[src/rtl/ro_freq_counter.sv]
// ro_freq_counter
//   Multi-channel ring-oscillator frequency counter. Each channel passes an
//   asynchronous, pre-divided oscillator through a 3-flop synchronizer. Its
//   rising edges are counted over a gate window of gate_len+1 clk cycles.
//   At the end of each window the counts are copied into result registers.
//   The result registers hold their values while the next window counts.
//   Supports single-shot and continuous measurement. Counters saturate at
//   all-ones and flag the saturation.
//
// Ports
//   clk         system clock; all logic is on the rising edge
//   rst         synchronous, active-high reset
//   ro_in       [NUM_RO]  asynchronous oscillator outputs
//   start       measurement request; only acted on in IDLE
//   continuous  re-arm after each window; sampled in LATCH
//   gate_len    [GATE_W]  window length minus one; sampled in ARM
//   rd_sel      [SEL_W]   result channel select
//   rd_data     [CNT_W]   result[rd_sel]; 0 for an out-of-range select
//   ovf         [NUM_RO]  saturation flags of the last completed window
//   busy        high while in ARM, COUNT or LATCH
//   done        one-cycle pulse when new results become visible
module ro_freq_counter #(
  parameter  int NUM_RO = 4,
  parameter  int CNT_W  = 16,
  parameter  int GATE_W = 12,
  localparam int SEL_W  = (NUM_RO > 1) ? $clog2(NUM_RO) : 1
) (
  input  logic              clk,
  input  logic              rst,
  input  logic [NUM_RO-1:0] ro_in,
  input  logic              start,
  input  logic              continuous,
  input  logic [GATE_W-1:0] gate_len,
  input  logic [SEL_W-1:0]  rd_sel,
  output logic [CNT_W-1:0]  rd_data,
  output logic [NUM_RO-1:0] ovf,
  output logic              busy,
  output logic              done
);

  typedef enum logic [1:0] {
    ST_IDLE  = 2'd0,
    ST_ARM   = 2'd1,
    ST_COUNT = 2'd2,
    ST_LATCH = 2'd3
  } state_t;

  state_t              state_q, state_d;
  logic [GATE_W-1:0]   win_q, win_d;
  logic                busy_q, busy_d;
  logic                done_q, done_d;

  // Per-channel control strobes, all decoded from the current state.
  logic clr_cnt, en_cnt, ld_res;

  // Result registers of all channels, gathered for the read mux.
  logic [NUM_RO-1:0][CNT_W-1:0] res_bus;

  // ---------------------------------------------------------------------------
  // Control FSM and gate-window down-counter
  // ---------------------------------------------------------------------------
  always_comb begin
    state_d = state_q;
    win_d   = win_q;
    done_d  = 1'b0;
    unique case (state_q)
      ST_IDLE: begin
        if (start) state_d = ST_ARM;
      end
      ST_ARM: begin
        win_d   = gate_len;
        state_d = ST_COUNT;
      end
      ST_COUNT: begin
        // The window ends on the cycle the down-counter reads zero, so
        // COUNT lasts gate_len+1 cycles.
        if (win_q == '0) begin
          state_d = ST_LATCH;
        end else begin
          win_d = win_q - 1'b1;
        end
      end
      ST_LATCH: begin
        done_d  = 1'b1;
        state_d = continuous ? ST_ARM : ST_IDLE;
      end
      default: state_d = ST_IDLE;
    endcase
    // busy is registered from the next state so that it tracks the state
    // register exactly.
    busy_d = (state_d != ST_IDLE);
  end

  always_ff @(posedge clk) begin
    if (rst) begin
      state_q <= ST_IDLE;
      win_q   <= '0;
      busy_q  <= 1'b0;
      done_q  <= 1'b0;
    end else begin
      state_q <= state_d;
      win_q   <= win_d;
      busy_q  <= busy_d;
      done_q  <= done_d;
    end
  end

  assign clr_cnt = (state_q == ST_ARM);
  assign en_cnt  = (state_q == ST_COUNT);
  assign ld_res  = (state_q == ST_LATCH);

  // ---------------------------------------------------------------------------
  // Per-channel synchronizer, edge counter and result register
  // ---------------------------------------------------------------------------
  genvar gi;
  generate
    for (gi = 0; gi < NUM_RO; gi++) begin : g_ch
      // sync_q[0] and sync_q[1] are the synchronizer stages. sync_q[2] delays
      // stage 2 by one cycle so that a rising edge is seen for exactly one cycle.
      logic [2:0]       sync_q, sync_d;
      logic             rise;
      logic [CNT_W-1:0] cnt_q, cnt_d;
      logic             sat_q, sat_d;
      logic [CNT_W-1:0] res_q, res_d;
      logic             rovf_q, rovf_d;

      assign rise = sync_q[1] & ~sync_q[2];

      always_comb begin
        sync_d = {sync_q[1:0], ro_in[gi]};
        cnt_d  = cnt_q;
        sat_d  = sat_q;
        res_d  = res_q;
        rovf_d = rovf_q;
        if (clr_cnt) begin
          cnt_d = '0;
          sat_d = 1'b0;
        end else if (en_cnt && rise) begin
          // At all-ones the counter holds its value and latches the overflow.
          if (cnt_q == '1) begin
            sat_d = 1'b1;
          end else begin
            cnt_d = cnt_q + 1'b1;
          end
        end
        if (ld_res) begin
          res_d  = cnt_q;
          rovf_d = sat_q;
        end
      end

      always_ff @(posedge clk) begin
        if (rst) begin
          sync_q <= '0;
          cnt_q  <= '0;
          sat_q  <= 1'b0;
          res_q  <= '0;
          rovf_q <= 1'b0;
        end else begin
          sync_q <= sync_d;
          cnt_q  <= cnt_d;
          sat_q  <= sat_d;
          res_q  <= res_d;
          rovf_q <= rovf_d;
        end
      end

      assign res_bus[gi] = res_q;
      assign ovf[gi]     = rovf_q;
    end
  endgenerate

  // ---------------------------------------------------------------------------
  // Readout
  // ---------------------------------------------------------------------------
  always_comb begin
    rd_data = '0;
    if (int'(rd_sel) < NUM_RO) rd_data = res_bus[rd_sel];
  end

  assign busy = busy_q;
  assign done = done_q;

endmodule
[config.mk]
export PLATFORM = sky130hd
export DESIGN_NAME = ro_freq_counter
export DESIGN_NICKNAME = d
export VERILOG_FILES = /design/src/rtl/ro_freq_counter.sv
export SDC_FILE = /design/constraint.sdc
export NUM_CORES = 1
export LEC_CHECK = 0
export CAP_MARGIN = 10
export CORE_ASPECT_RATIO = 1.25
export CORE_UTILIZATION = 55
export DETAILED_ROUTE_END_ITERATION = 7
export GPL_ROUTABILITY_DRIVEN = 1
export PLACE_DENSITY = 0.76
export SYNTH_ARGS = -nofsm -noshare
export SYNTH_HDL_FRONTEND = slang
export SYNTH_SLANG_ARGS = --single-unit
[constraint.sdc]
create_clock -name clk -period 3.84 [get_ports clk]
set_clock_uncertainty 0.05 [all_clocks]
set_input_delay 0.768 -clock clk [delete_from_list [all_inputs] [get_ports clk]]
set_output_delay 0.768 -clock clk [all_outputs]
set_load 0.05 [all_outputs]
==> metrics.csv, run 1 <==
stage;metric;value;unit
logic_synthesis;Post-synth EDFFs;0;
grt;first-pass GRT wire length;29.38;mm
timing;Rel. slew slack;28.00;%
clock_network;TritonCTS Sinks;164;
placement;Port Buf Inserts;43;
worst_setup_path;crit-path max FO;9;
logic_synthesis;syn_area_per_cell;9.305;um2
worst_setup_path;CP startpoint kind;primary input;
timing;worst hold slack;0.3875;ns
logic_synthesis;Mapped Cells;817;
route;DR vias;6394;
route;drt first pass iters;6;
clock_network;Worst-path clk slew;0.05;ns
status;outcome;complete, no violations;
clock_network;CTS tree;yes;
floorplan;Rows;47;
worst_setup_path;CP required;3.02;ns
clock_network;Clock Path Buffers;2;
logic_synthesis;most common cell in the netlist;dfxtp_1;
timing;final setup fails;0;
timing;Tmin final;3.174;ns
grt;vias in the first global route;5859;
grt;pin count of the biggest net entering global routing;72;
power;leak pwr;2.872;nW
route;routed wl met3;954;um
cells_and_area;Synth-to-Final Area Change;14.04;%
placement;Final HPWL DP;12.53;mm
power;Cell Pwr Density;513.6;mW/mm2
floorplan;die width;107.2;um
logic_synthesis;Synth top cells by count;dfxtp_1 (164), nor2_1 (88), mux2i_1 (77);
grt;Remaining Overflow, GRT;0;
floorplan;die area;0.01430;mm2
logic_synthesis;Syn Std Cell Area;0.007602;mm2
timing;pin slew with the least headroom to its limit;1.070;ns
route;met2 WL;8.692;mm
timing;Max Fclk;315.1;MHz
clock_network;post-cts sizing count;0;
clock_network;Worst-Skew Late Latency;0.43;ns
route;DRC;0;
logic_synthesis;Synth Warn #;0;
clock_network;H-tree depth;4;
logic_synthesis;Post-Syn Nets;848;
logic_synthesis;area leader, netlist;dfxtp_1;
hold_path;min-delay worst type;reg2reg;
timing;final-report max-slew violation count;0;
worst_setup_path;Critical Path AT;2.36;ns
logic_synthesis;Seq/Total Area, Yosys;43.19;%
route;Detailed Route WL;18.07;mm
logic_synthesis;post-synthesis cell type count;61;
timing;post-route clock period utilization;82.66;%
clock_network;hold_buf cts;0;
run;MaxCap Viol Count;0;
route;Top Metal Used;met4;
worst_setup_path;crit path kind;in2out;
route;drt wl/cell;17.72;um
timing;setup repair after global routing missed its margin;no;
cells_and_area;ant diodes;0;
logic_synthesis;asr flop ratio synth;0;%
floorplan;core area;0.01335;mm2
grt;GRT Overall Usage;26.36;%
floorplan;Die Height;133.4;um
timing;Fin. Hold Viols;0;
grt;initial antenna violation count;0;
route;DRT antenna net count;0;
route;M1 WL;7.971;mm
logic_synthesis;top cells by area, synth;dfxtp_1 (43%), mux2i_1 (10%), mux4_2 (4.7%);
clock_network;Inserted Clock Buffers;17;
placement;placed cell areas;0.008069;mm2
logic_synthesis;Synth Register Bits;164;
power;IR drop worst, VDD;0.4579;mV
route;Via density;6.269;
placement;placer congestion estimate;0.8450;
worst_setup_path;crit end category;primary output;
cells_and_area;final non-filler cell area;0.008670;mm2
clock_network;buffer count from post-CTS setup fixing;0;
cells_and_area;Final #Nets;868;
logic_synthesis;area fraction of the dominant cell type after synthesis;43.19;%
logic_synthesis;Synth Flop Type;dfxtp_1;
route;Initial DRC Count;471;
clock_network;root buf cell;clkbuf_16;
cells_and_area;share of cells above drive strength 1;10.95;%
floorplan;# IOs;44;
floorplan;initial core utilization;56.95;%
timing;setup total negative slack;0;ns
## per-stage QoR
| stage | util (%) | setup WS (ns) | cells | total power, mW |
|---|---|---|---|---|
| 5_1_grt | 64.95 | 0.6453 | 1020 | 4.629 |
| 6_report | 64.95 | 0.6660 | 1020 | 4.452 |
| 3_5_place_dp | 60.45 | 0.6919 | 986 | 2.770 |
| 3_3_place_gp | 60.45 | 0.7491 | 986 | 2.737 |
| 2_1_floorplan | - | 0.8558 | 817 | 2.565 |
| 4_1_cts | 64.74 | 0.6930 | 1017 | 4.430 |
## worst max-delay path, cell delays in order
cell and delay (ns):
clkdlybuf4s50_1 0.79, buf_4 0.27, mux4_2 0.31, buf_4 0.20
## report_power, final
group,switching [mW],leakage [nW],internal [mW]
logic,0.580,1.27,0.344
clock network,0.651,0.281,1.02
registers,0.0807,1.32,1.77
## per-layer routing
| layer | vias to the layer above | global-route usage (%) |
|---|---|---|
| met4 | 0 | 11.19 |
| li1 | 3094 | - |
| met2 | 198 | 43.12 |
| met1 | 3065 | 33.66 |
| met5 | - | 0 |
| met3 | 37 | 5.431 |
## final timing paths
path	from	slack (ns)	to	cells past startpoint
worst max-delay path	rd_sel[0]	0.67	rd_data[9]	4
worst min-delay path	g_ch[1].sync_q[0]	0.39	g_ch[1].sync_q[1]	1
worst max register to register	win_q[0]	1.08	win_q[6]	6
worst min register to register	g_ch[1].sync_q[0]	0.39	g_ch[1].sync_q[1]	1
## placed cells by master (no fill, tap or decap), types with 20 or more instances in the layout
master / count
dfxtp_1: 164
nor2_1: 87
mux2i_1: 77
a21oi_1: 62
nand2_1: 41
nand3_1: 40
o21ai_0: 30
clkdlybuf4s50_1: 26
buf_4: 25
nand4_1: 20
or4_1: 20
## sequential cells by signal, summed over array words and instances, names as in the netlist
signal / cells
busy: 1
win_q: 12
done: 1
state_q: 2
g_ch.res_q: 64
g_ch.cnt_q: 64
g_ch.sync_q: 12
g_ch.sat_q: 4
g_ch.rovf_q: 4
## kinds of logic (layout without fill, tap and decap cells)
group                      Yosys count  in the layout  share of synthesized area, %
buffers and inverters               70            102                         3.901
muxes                               95             95                         15.17
AOI/OAI and AO/OA                  157            157                         13.33
DFF                                164            164                         43.19
and+or+nand+nor                    322            322                         22.93
adders and majority gates            9              9                         1.481
## layout make-up
| class | count | area [um2] |
|---|---|---|
| Fill cell | 1084 | 4679 |
| Multi-Input combinational cell | 583 | 4044 |
| Sequential cell | 164 | 3283 |
| Clock buffer | 27 | 503.0 |
| Timing Repair Buffer | 55 | 495.5 |
| Tap cell | 171 | 214.0 |
| Clock inverter | 4 | 70.07 |
| Inverter | 16 | 60.06 |
Power figures use the tool's default switching activity.
==> run 2, diff against run 1 <==
==> constraint.sdc (replaced) <==
create_clock -name clk -period 3.28 [get_ports clk]
set_clock_uncertainty 0.05 [all_clocks]
set_input_delay 0.656 -clock clk [delete_from_list [all_inputs] [get_ports clk]]
set_output_delay 0.656 -clock clk [all_outputs]
set_load 0.05 [all_outputs]
==> metrics.csv, run 2 (synthesis gave the netlist of run 1 again) <==
stage;metric;value;unit
status;outcome;complete, no violations;
power;Power, Total;5.506;mW
grt;vias in the first global route;5974;
clock_network;buffer count from post-CTS setup fixing;0;
power;leak pwr;2.912;nW
timing;final-report max-slew violation count;0;
clock_network;Worst-path clk slew;0.06;ns
clock_network;CTS tree;yes;
grt;GRT Overall Usage;26.80;%
grt;pin count of the biggest net entering global routing;56;
clock_network;root buf cell;clkbuf_16;
floorplan;Rows;47;
placement;Final HPWL DP;12.96;mm
clock_network;TritonCTS Sinks;164;
run;MaxCap Viol Count;0;
timing;pin slew with the least headroom to its limit;1.140;ns
power;Cell Pwr Density;627.5;mW/mm2
clock_network;Worst-Skew Late Latency;0.43;ns
clock_network;Inserted Clock Buffers;17;
placement;placer congestion estimate;0.8861;
power;IR drop worst, VDD;0.4898;mV
floorplan;# IOs;44;
cells_and_area;Regs by FF count;g_ch.cnt_q x64, g_ch.res_q x64;
cells_and_area;share of cells above drive strength 1;11.96;%
cells_and_area;final non-filler cell area;0.008773;mm2
placement;placed cell areas;0.008114;mm2
timing;final setup fails;0;
worst_setup_path;crit path kind;in2out;
cells_and_area;Filler cells;1034;
timing;post-route clock period utilization;88.51;%
placement;pre-CTS setup slack;0.3894;ns
route;drt first pass iters;5;
grt;initial antenna violation count;0;
timing;Rel. slew slack;23.29;%
hold_path;min-delay worst type;reg2reg;
timing;setup repair after global routing missed its margin;no;
floorplan;die width;107.2;um
worst_setup_path;CP required;2.57;ns
worst_setup_path;crit end category;primary output;
route;Via density;6.300;
clock_network;H-tree depth;4;
route;drt wl/cell;18.10;um
placement;Port Buf Inserts;43;
clock_network;Clock Path Buffers;2;
route;DRT antenna net count;0;
worst_setup_path;crit-path max FO;11;
cells_and_area;most frequent cells in the layout;dfxtp_1 (164), nor2_1 (87), mux2i_1 (77);
cells_and_area;Synth-to-Final Area Change;15.40;%
clock_network;post-cts sizing count;0;
grt;Remaining Overflow, GRT;0;
floorplan;core area;0.01335;mm2
route;DRC;0;
route;Detailed Route WL;18.53;mm
timing;Tmin final;2.903;ns
route;DR vias;6451;
clock_network;hold_buf cts;0;
timing;worst hold slack;0.3863;ns
floorplan;Die Height;133.4;um
floorplan;die area;0.01430;mm2
floorplan;initial core utilization;56.95;%
cells_and_area;commonest non-fill, non-tap cell in the layout;dfxtp_1;
cells_and_area;Final #Nets;871;
timing;setup total negative slack;0;ns
timing;final setup slack of the worst path;0.3768;ns
timing;Max Fclk;344.5;MHz
timing;Fin. Hold Viols;0;
worst_setup_path;Critical Path AT;2.20;ns
cells_and_area;ant diodes;0;
grt;first-pass GRT wire length;30.11;mm
route;Initial DRC Count;526;
worst_setup_path;CP startpoint kind;primary input;
[run 2: final timing paths]
| kind | start | end | slack [ns] | cells past startpoint |
|---|---|---|---|---|
| setup / recovery | rd_sel[0] | rd_data[14] | 0.38 | 4 |
| hold / removal | g_ch[0].sync_q[0] | g_ch[0].sync_q[1] | 0.39 | 1 |
| hold reg to reg | g_ch[0].sync_q[0] | g_ch[0].sync_q[1] | 0.39 | 1 |
| setup reg to reg | state_q[0] | busy | 0.74 | 7 |
[run 2: worst max-delay path, stage by stage]
cell and delay (ns):
clkdlybuf4s50_1 0.72, buf_4 0.28, mux4_2 0.33, buf_4 0.21
[run 2: metrics by stage]
stage / util, % / instances
finish: 65.72 / 1024
global route: 65.72 / 1024
CTS: 65.72 / 1024
detailed placement: 60.78 / 992
global placement: 60.78 / 992
floorplan: - / 817
[run 2: area by class of cell]
type                       count  area, um2  area share, %
multi-input combinational    583       4044          46.09
sequential                   164       3283          37.42
timing repair buffer          58      513.0          5.847
clock buffer                  20      456.7          5.205
tap                          171      214.0          2.439
clock inverter                12      202.7          2.310
inverter                      16      60.06         0.6845
[run 2: power by group]
group          internal [mW]  switching, mW
Combinational          0.438          0.691
Clock                   1.39          0.813
Sequential              2.08         0.0960
[run 2: metal layers]
metal | GRT usage, % | vias up | part of all wire [%]
met3 | 5.186 | 27 | 5.3
met4 | 9.893 | 0 | 2.0
met1 | 34.93 | 3102 | 44
met5 | 0 | - | 0
li1 | - | 3100 | -
met2 | 43.98 | 222 | 49
